**src/rtl/fft_control_fsm_if.sv**
```systemverilog
// Control bundle between the FFT sequencer and its surroundings: the host
// byte handshakes, the timer enables/done-flags, the sample-memory strobes
// and the status/debug outputs.
interface fft_control_fsm_if;
    // host side
    logic       start;
    logic       in_valid;
    logic       in_ready;
    logic       out_valid;
    logic       out_ready;

    // timer done-flags
    logic       samples_loaded_done;
    logic       samples_in_done;
    logic       iteration_done;
    logic       fft_done;
    logic       samples_written_done;
    logic       samples_out_done;

    // timer enables
    logic       shift_in_ena;
    logic       iteration_ena;
    logic       shift_out_ena;

    // sample-memory strobes
    logic       sample_wr;
    logic       stage_adv;
    logic       sample_rd;

    // status
    logic       busy;
    logic       fft_complete;
    logic [2:0] state_out;

    // sequencer side
    modport master (
        input  start, in_valid, out_ready,
        input  samples_loaded_done, samples_in_done, iteration_done,
        input  fft_done, samples_written_done, samples_out_done,
        output in_ready, out_valid,
        output shift_in_ena, iteration_ena, shift_out_ena,
        output sample_wr, stage_adv, sample_rd,
        output busy, fft_complete, state_out
    );

    // host / timer / memory side
    modport slave (
        output start, in_valid, out_ready,
        output samples_loaded_done, samples_in_done, iteration_done,
        output fft_done, samples_written_done, samples_out_done,
        input  in_ready, out_valid,
        input  shift_in_ena, iteration_ena, shift_out_ena,
        input  sample_wr, stage_adv, sample_rd,
        input  busy, fft_complete, state_out
    );
endinterface

```
**src/rtl/fft_control_fsm.sv**
```systemverilog
// Top-level sequencer of the 8-point FFT core. Walks a frame through
// load (6 bytes x 8 samples), compute (16 iterations x 8 stages) and
// unload (4 bytes x 8 samples), steering the timer enables from the
// timer's done-flags. Outputs are decoded combinationally from state.
module fft_control_fsm #(
    parameter int OUT_FETCH_LAT = 1     // sample-memory read latency, 1..7
) (
    input  logic              clk,
    input  logic              n_rst,
    fft_control_fsm_if.master bus
);

    typedef enum logic [2:0] {
        IDLE       = 3'd0,
        LOAD       = 3'd1,
        STORE      = 3'd2,
        COMPUTE    = 3'd3,
        STAGE_SYNC = 3'd4,
        FETCH      = 3'd5,
        SHIFT_OUT  = 3'd6,
        DONE       = 3'd7
    } state_t;

    localparam logic [2:0] FETCH_LAST = 3'(OUT_FETCH_LAT - 1);

    state_t     state;
    state_t     state_nxt;
    logic [2:0] fetch_cnt;      // cycles spent in the current FETCH visit
    logic [2:0] smp_cnt;        // output samples already unloaded this frame
    logic       last_smp;

    // samples_out_done arrives one cycle too late for the FETCH/DONE
    // decision; the local sample counter is used instead.
    logic       unused_flags;
    assign unused_flags = bus.samples_out_done;

    assign last_smp = (smp_cnt == 3'd7);

    // State register.
    always_ff @(posedge clk) begin
        if (!n_rst) state <= IDLE;
        else        state <= state_nxt;
    end

    // FETCH latency counter: zero outside FETCH, so every entry starts clean.
    always_ff @(posedge clk) begin
        if (!n_rst || state != FETCH) fetch_cnt <= 3'd0;
        else                          fetch_cnt <= fetch_cnt + 3'd1;
    end

    // Output sample counter: one step per completed output sample.
    always_ff @(posedge clk) begin
        if (!n_rst || state == IDLE)
            smp_cnt <= 3'd0;
        else if (state == SHIFT_OUT && bus.samples_written_done)
            smp_cnt <= smp_cnt + 3'd1;
    end

    // Next-state decode.
    always_comb begin
        state_nxt = state;
        case (state)
            IDLE:       if (bus.start) state_nxt = LOAD;
            LOAD:       if (bus.samples_loaded_done) state_nxt = STORE;
            STORE:      state_nxt = bus.samples_in_done ? COMPUTE : LOAD;
            COMPUTE:    if (bus.iteration_done) state_nxt = STAGE_SYNC;
            STAGE_SYNC: state_nxt = bus.fft_done ? FETCH : COMPUTE;
            FETCH:      if (fetch_cnt == FETCH_LAST) state_nxt = SHIFT_OUT;
            SHIFT_OUT:  if (bus.samples_written_done)
                            state_nxt = last_smp ? DONE : FETCH;
            DONE:       state_nxt = IDLE;
            default:    state_nxt = IDLE;
        endcase
    end

    // Output decode. Everything defaults low, which keeps IDLE silent and
    // guarantees at most one timer enable per cycle (one per state).
    always_comb begin
        bus.in_ready      = 1'b0;
        bus.out_valid     = 1'b0;
        bus.shift_in_ena  = 1'b0;
        bus.iteration_ena = 1'b0;
        bus.shift_out_ena = 1'b0;
        bus.sample_wr     = 1'b0;
        bus.stage_adv     = 1'b0;
        bus.sample_rd     = 1'b0;
        bus.fft_complete  = 1'b0;
        bus.busy          = (state != IDLE);
        bus.state_out     = state;
        case (state)
            LOAD: begin
                // drop ready in the flag cycle so a 7th byte is never taken
                bus.in_ready     = ~bus.samples_loaded_done;
                bus.shift_in_ena = bus.in_valid & ~bus.samples_loaded_done;
            end
            STORE:      bus.sample_wr     = 1'b1;
            COMPUTE:    bus.iteration_ena = ~bus.iteration_done;
            STAGE_SYNC: bus.stage_adv     = 1'b1;
            FETCH:      bus.sample_rd     = (fetch_cnt == 3'd0);
            SHIFT_OUT: begin
                bus.out_valid     = ~bus.samples_written_done;
                bus.shift_out_ena = bus.out_ready & ~bus.samples_written_done;
            end
            DONE:       bus.fft_complete  = 1'b1;
            default: ;
        endcase
    end

endmodule

```
**src/flat_wrapper.sv**
```systemverilog
// flat-port wrapper written by rule: the top's interface ports become plain ports
module fft_control_fsm_flat 
#(
    parameter int OUT_FETCH_LAT = 1                                        
)
  (clk, n_rst, bus_start, bus_in_valid, bus_out_ready, bus_samples_loaded_done, bus_samples_in_done, bus_iteration_done, bus_fft_done, bus_samples_written_done, bus_samples_out_done, bus_in_ready, bus_out_valid, bus_shift_in_ena, bus_iteration_ena, bus_shift_out_ena, bus_sample_wr, bus_stage_adv, bus_sample_rd, bus_busy, bus_fft_complete, bus_state_out);
  fft_control_fsm_if bus_i ();
  input  logic clk;
  input  logic n_rst;
  input wire logic [$bits(bus_i.start)-1:0] bus_start;
  input wire logic [$bits(bus_i.in_valid)-1:0] bus_in_valid;
  input wire logic [$bits(bus_i.out_ready)-1:0] bus_out_ready;
  input wire logic [$bits(bus_i.samples_loaded_done)-1:0] bus_samples_loaded_done;
  input wire logic [$bits(bus_i.samples_in_done)-1:0] bus_samples_in_done;
  input wire logic [$bits(bus_i.iteration_done)-1:0] bus_iteration_done;
  input wire logic [$bits(bus_i.fft_done)-1:0] bus_fft_done;
  input wire logic [$bits(bus_i.samples_written_done)-1:0] bus_samples_written_done;
  input wire logic [$bits(bus_i.samples_out_done)-1:0] bus_samples_out_done;
  output wire logic [$bits(bus_i.in_ready)-1:0] bus_in_ready;
  output wire logic [$bits(bus_i.out_valid)-1:0] bus_out_valid;
  output wire logic [$bits(bus_i.shift_in_ena)-1:0] bus_shift_in_ena;
  output wire logic [$bits(bus_i.iteration_ena)-1:0] bus_iteration_ena;
  output wire logic [$bits(bus_i.shift_out_ena)-1:0] bus_shift_out_ena;
  output wire logic [$bits(bus_i.sample_wr)-1:0] bus_sample_wr;
  output wire logic [$bits(bus_i.stage_adv)-1:0] bus_stage_adv;
  output wire logic [$bits(bus_i.sample_rd)-1:0] bus_sample_rd;
  output wire logic [$bits(bus_i.busy)-1:0] bus_busy;
  output wire logic [$bits(bus_i.fft_complete)-1:0] bus_fft_complete;
  output wire logic [$bits(bus_i.state_out)-1:0] bus_state_out;
  assign bus_i.start = bus_start;
  assign bus_i.in_valid = bus_in_valid;
  assign bus_i.out_ready = bus_out_ready;
  assign bus_i.samples_loaded_done = bus_samples_loaded_done;
  assign bus_i.samples_in_done = bus_samples_in_done;
  assign bus_i.iteration_done = bus_iteration_done;
  assign bus_i.fft_done = bus_fft_done;
  assign bus_i.samples_written_done = bus_samples_written_done;
  assign bus_i.samples_out_done = bus_samples_out_done;
  assign bus_in_ready = bus_i.in_ready;
  assign bus_out_valid = bus_i.out_valid;
  assign bus_shift_in_ena = bus_i.shift_in_ena;
  assign bus_iteration_ena = bus_i.iteration_ena;
  assign bus_shift_out_ena = bus_i.shift_out_ena;
  assign bus_sample_wr = bus_i.sample_wr;
  assign bus_stage_adv = bus_i.stage_adv;
  assign bus_sample_rd = bus_i.sample_rd;
  assign bus_busy = bus_i.busy;
  assign bus_fft_complete = bus_i.fft_complete;
  assign bus_state_out = bus_i.state_out;
  fft_control_fsm #(.OUT_FETCH_LAT(OUT_FETCH_LAT)) u_core (.clk(clk), .n_rst(n_rst), .bus(bus_i));
endmodule
```
**config.mk**
```make
export PLATFORM = sky130hd
export DESIGN_NAME = fft_control_fsm_flat
export DESIGN_NICKNAME = d
export VERILOG_FILES = /design/src/rtl/fft_control_fsm_if.sv /design/src/rtl/fft_control_fsm.sv /design/src/flat_wrapper.sv
export SDC_FILE = /design/constraint.sdc
export NUM_CORES = 1
export LEC_CHECK = 0
export CAP_MARGIN = 30
export CORE_MARGIN = 5
export CORE_UTILIZATION = 40
export DETAILED_ROUTE_END_ITERATION = 12
export GPL_TIMING_DRIVEN = 0
export PLACE_DENSITY_LB_ADDON = 0.25
export SLEW_MARGIN = 20
export SYNTH_ARGS = -nofsm -noshare
export SYNTH_HDL_FRONTEND = slang
export SYNTH_SLANG_ARGS = --single-unit
```
**constraint.sdc**
```tcl
create_clock -name clk -period 1.68 [get_ports clk]
set_clock_uncertainty 0.05 [all_clocks]
set_input_delay 0.252 -clock clk [delete_from_list [all_inputs] [get_ports clk]]
set_output_delay 0.252 -clock clk [all_outputs]
set_load 0.1 [all_outputs]
```
==> run metrics, run 1 <==
status finished, final reports clean; Final Hold Fails 0; post-synth top area share 0.314; Hold Crit Class reg -> reg; Synth Net Count 80; Synth area leaders dfxtp_1, ha_1, mux2i_1; DRC errors left 0; first-pass GRT wire length 2.33 mm; RR Endpoint u_core.bus.state_out[1]; cts hold-fix bufs 0; die span in x 47.9 µm; vias in the first global route 547; clk slew on worst S/H paths 0.07 ns; DP Cell Count 102; most frequent cells in the layout clkdlybuf4s50_1, nor2_1, dfxtp_1; Final Max Slew Viols 0; CTS Buf Count 3; # setup viols final 0; clock buffer depth 2; sequential-to-total area share from yosys stat 0.314; Hold Startpoint u_core.fetch_cnt[0]; die footprint 2290 µm²; Worst Tran Pin Value 0.548 ns; Final Cycle Share 0.976; wire length per cell 13.2 µm; vias 565; Avg Vias per Cell 5.28; mean post-synth cell area 8.82 µm²; crit path max fanout 10; Power Density 926 nW/µm²; Critical Path AT 1.34 ns; multi-input combinational cell area 437 µm²; max-cap viol count 0; Final HPWL DP 1.05 mm; Final min period 1.64 ns; pre-CTS setup slack -0.862 ns; Worst Path Required 1.38 ns; Starting Density 0.430; slack of the critical path 0.0402 ns; Ant. Diodes 0; Final TNS setup 0 ns; largest net degree at the start of global routing 11; CTS Sinks 9; CTS tree built; Max-slew headroom 0.636; IO Count 24; startpoint types flip-flop; root buf cell clkbuf_4; Cell Rows 13; H-tree Lvls 1; GRT Overall Usage 0.143; Finished Core Util 0.728; share of cells above drive strength 1 0.391; most common flop cell mapped by yosys dfxtp_1; Synth async-reset ratio 0; Cell variety after synth 24; Mapped Cells 65; die height 47.9 µm; antenna violations before repair 0; grt ovf 0; worst reg-to-reg setup slack 0.24 ns; fillers 100; crit path capture type output pin; Register Area 191 µm²; WHS Path Cells 1; Leak 0.434 nW; clock latency on the worst-skew pair 0.26 ns; WS Path Type reg -> out; Critical R2R Launch u_core.bus.state_out[2]; RePlAce Congestion 0.683; Syn Std Cell Area 573 µm²; WHS Endpoint u_core.fetch_cnt[0]; core footprint 1330 µm²; EDFF count, synth 0; Antenna Violating Nets Remaining 0; PortBufs 22; cell taking the most area after synthesis dfxtp_1; Cell Count, Final, Fillers Out 107; Max VDD drop 742 µV; drt pass-1 iters 4; Final nets 108; Yosys reg bits 9; total routed wirelength 1.41 mm; synth warn 0; worst r2r path cells 5; fmax 610 MHz; Min Hold Slack 0.391 ns; DRT iter0 DRCs 2; P&R area growth vs syn 69.4%; commonest non-fill, non-tap cell in the layout clkdlybuf4s50_1
-- cell type report --
type / instances / area share
multi-input combinational: 49 / 0.450
timing repair buffer: 23 / 0.256
sequential: 9 / 0.197
buffer: 3 / 0.0348
clock buffer: 4 / 0.0271
tap: 15 / 0.0193
inverter: 4 / 0.0155
-- worst max-delay path by stage --
| stage | cells past startpoint | end | from |
|---|---|---|---|
| CTS | 4 | bus_shift_in_ena | u_core.bus.state_out[2] |
| global placement | 4 | bus_shift_out_ena | bus_samples_written_done |
| floorplan | 3 | bus_shift_out_ena | u_core.bus.state_out[2] |
| global route | 4 | bus_shift_out_ena | bus_samples_written_done |
| finish | 3 | bus_busy | u_core.bus.state_out[2] |
| detailed placement | 4 | bus_shift_out_ena | bus_samples_written_done |
-- report_power, final --
part / switching (W) / internal (W)
Sequential: 0.0000246 / 0.000227
Combinational: 0.000311 / 0.000168
Clock: 0.0000769 / 0.0000914
Total: 0.000413 / 0.000487
-- cells by family (layout without fill, tap and decap cells) --
| family | after synthesis | count (layout) | synth area share |
|---|---|---|---|
| multiplexers | 4 | 4 | 0.0786 |
| AO/OA/AOI/OAI | 9 | 9 | 0.140 |
| buffers and inverters | 7 | 34 | 0.0568 |
| adder cells (fa/ha/maj) | 4 | 4 | 0.0873 |
| flip-flops | 9 | 9 | 0.314 |
| AND/OR/NAND/NOR | 30 | 30 | 0.293 |
| XOR/XNOR | 2 | 2 | 0.0306 |
-- routing by layer --
metal | vias to the layer above | routed length, µm | track usage | share of wire
li1 | 283 | - | - | -
met1 | 263 | 653 | 0.165 | 0.46
met2 | 17 | 654 | 0.253 | 0.46
met3 | 2 | 91 | 0.0263 | 0.064
met4 | 0 | 12 | 0.0645 | 0.0085
met5 | - | 0 | 0 | 0
-- stage by stage --
step / cell area [µm²] / total power [W]
floorplan: 668 / 0.000608
global placement: 907 / 0.000707
detailed placement: 907 / 0.000708
CTS: 941 / 0.000896
global route: 971 / 0.000935
finish: 971 / 0.000899
-- what timing repair did --
action,CTS,global route
pin swaps,0,2
cloned,0,0
buffers inserted,0,1
gates resized for setup,76,5
setup endpoints to repair,13,5
-- state kept, by name (all words and copies together) (netlist names) --
name	flops
u_core.bus.state_out	3
u_core.fetch_cnt	3
u_core.smp_cnt	3
-- synth_stat cells (all sizes together) (2+ instances only) --
library cell,n
a21oi,4
a311oi,2
and2,2
and3,2
and3b,2
buf,3
dfxtp,9
ha,4
inv,4
mux2i,3
nand2,5
nand2b,3
nor2,6
nor3,4
nor3b,4
-- critical path, cell delays in order, from the launching register on --
cell and delay, ns:
dfxtp_4 0.36, buf_6 0.14, or3_4 0.41, buf_12 0.18
(Power assumes the default switching activity.)
==> run 2: changes to the inputs <==
GPL_TIMING_DRIVEN = 1   (was 0)
SLEW_MARGIN = unset   (was 20)
==> run 2 against run 1 <==
Net effect:
- die area stayed put
- critical endpoint is now bus_shift_out_ena
- via count is 6.2% higher
- combinational power is 21% higher
- critical path depth is 1 higher
==> run metrics, run 2 (synthesized netlist as in run 1, its figures left out) <==
status finished, final reports clean; Avg Vias per Cell 5.36 (+1.5%); Final Max Slew Viols 0 (unchanged); Final Cycle Share 0.981 (+0.00543); startpoint types flip-flop; max-cap viol count 0 (unchanged); Starting Density 0.430 (unchanged); CTS Buf Count 3 (unchanged); share of cells above drive strength 1 0.454 (+0.0623); Ant. Diodes 0 (unchanged); antenna violations before repair 0 (unchanged); crit path max fanout 8 (-2); CTS Sinks 9 (unchanged); Final HPWL DP 1.19 mm (+13%); total routed wirelength 1.74 mm (+23%); die height 47.9 µm (unchanged); Final min period 1.65 ns (+0.00912 ns); Max VDD drop 641 µV (-14%); Worst Path Required 1.38 ns (about the same); grt ovf 0 (unchanged); Cell Rows 13 (unchanged); met1 Usage GRT 0.232 (+0.0668); root buf cell clkbuf_4; vias in the first global route 615 (+12%); DRT iter0 DRCs 7 (+5); GR Util met2 0.348 (+0.0950); pre-CTS setup slack 0.0123 ns (+0.875 ns); DP Area 1030 µm² (+13%); core footprint 1330 µm² (unchanged); Leak 0.489 nW (+13%); commonest non-fill, non-tap cell in the layout buf_12; H-tree Lvls 1 (unchanged); vias 600 (+6.2%); slack of the critical path 0.0311 ns (-0.00912 ns); DP Cell Count 102 (unchanged); unrepaired setup endpoints after global routing yes; global routing's busiest layer met2; Power Density 890 nW/µm² (-3.9%); Antenna Violating Nets Remaining 0 (unchanged); PortBufs 22 (unchanged); wire length per cell 15.5 µm (+18%); Register Area 193 µm² (+0.65%); clock latency on the worst-skew pair 0.27 ns (about the same); drt pass-1 iters 4 (unchanged); CTS tree built; fmax 606 MHz (-0.55%); most frequent cells in the layout buf_12, clkdlybuf4s50_1, buf_4; RePlAce Congestion 0.707 (+3.5%); fin area 1130 µm² (+16%); Worst Tran Pin Value 0.251 ns (-0.297 ns); Final Hold Fails 0 (unchanged); die footprint 2290 µm² (unchanged); crit path capture type output pin; clk slew on worst S/H paths 0.06 ns (about the same); grt met3 use 0.0677 (+0.0414); DRC errors left 0 (unchanged); GRT Overall Usage 0.198 (+0.0544); WS Path Type reg -> out; Final nets 113 (+4.6%); Critical Path AT 1.35 ns (about the same); # setup viols final 0 (unchanged); first-pass GRT wire length 3.06 mm (+31%); die span in x 47.9 µm (unchanged); IO Count 24 (unchanged); multi-input combinational cell area 453 µm² (+3.7%); fillers 80 (-20%); Max-slew headroom 0.832 (+0.196); largest net degree at the start of global routing 10 (-1); P&R area growth vs syn 96.7%; clock buffer depth 2 (unchanged); Cell Count, Final, Fillers Out 112 (+4.7%); Hold Crit Class reg -> reg
-- run 2: path summary, 6_finish.rpt --
| path | from | to | slack [ns] | cells after the start |
|---|---|---|---|---|
| hold / removal | u_core.fetch_cnt[0] | u_core.fetch_cnt[0] | 0.37 | 1 |
| setup reg to reg | u_core.bus.state_out[1] | u_core.bus.state_out[1] | 0.15 | 6 |
| hold reg to reg | u_core.fetch_cnt[0] | u_core.fetch_cnt[0] | 0.37 | 1 |
| setup / recovery | u_core.bus.state_out[0] | bus_shift_out_ena | 0.03 | 4 |
-- run 2: routing by layer --
layer  share of wire  routed length [µm]
met4          0.0034                   6
met2            0.54                 932
met1            0.41                 720
met5               0                   0
met3           0.047                  81
-- run 2: critical path, stage by stage (launching register included) --
cell and delay (ns):
dfxtp_4 0.38, nand2b_4 0.17, nor3b_4 0.19, and2_4 0.18, buf_12 0.16
-- run 2: power by group --
part,switching (W),internal [W]
logic,0.000340,0.000240
clock network,0.0000778,0.0000916
registers,0.0000273,0.000227
-- run 2: per-stage QoR --
stage          hold slack, ns  power [W]  setup TNS (ns)   util
6_report                0.367    0.00100               0  0.845
5_1_grt                 0.399    0.00105         -0.0338  0.845
4_1_cts                 0.398   0.000983               0  0.826
3_5_place_dp            0.384   0.000775               0  0.769
3_3_place_gp            0.379   0.000767               0  0.769
2_1_floorplan           0.308   0.000608           -3.65      -
-- run 2: final cells by class --
| type | count | share of cell area |
|---|---|---|
| Multi-Input combinational cell | 49 | 0.402 |
| Sequential cell | 9 | 0.171 |
| Timing Repair Buffer | 31 | 0.374 |
| Clock buffer | 4 | 0.0233 |
| Inverter | 4 | 0.0133 |
| Tap cell | 15 | 0.0166 |
-- run 2: repair_timing --
action                                  CTS  global route
pin swaps                                 1             5
setup buffers                             6             0
hold buffers                              0             0
endpoints found under the setup margin    4             6
resized for setup                         1             6
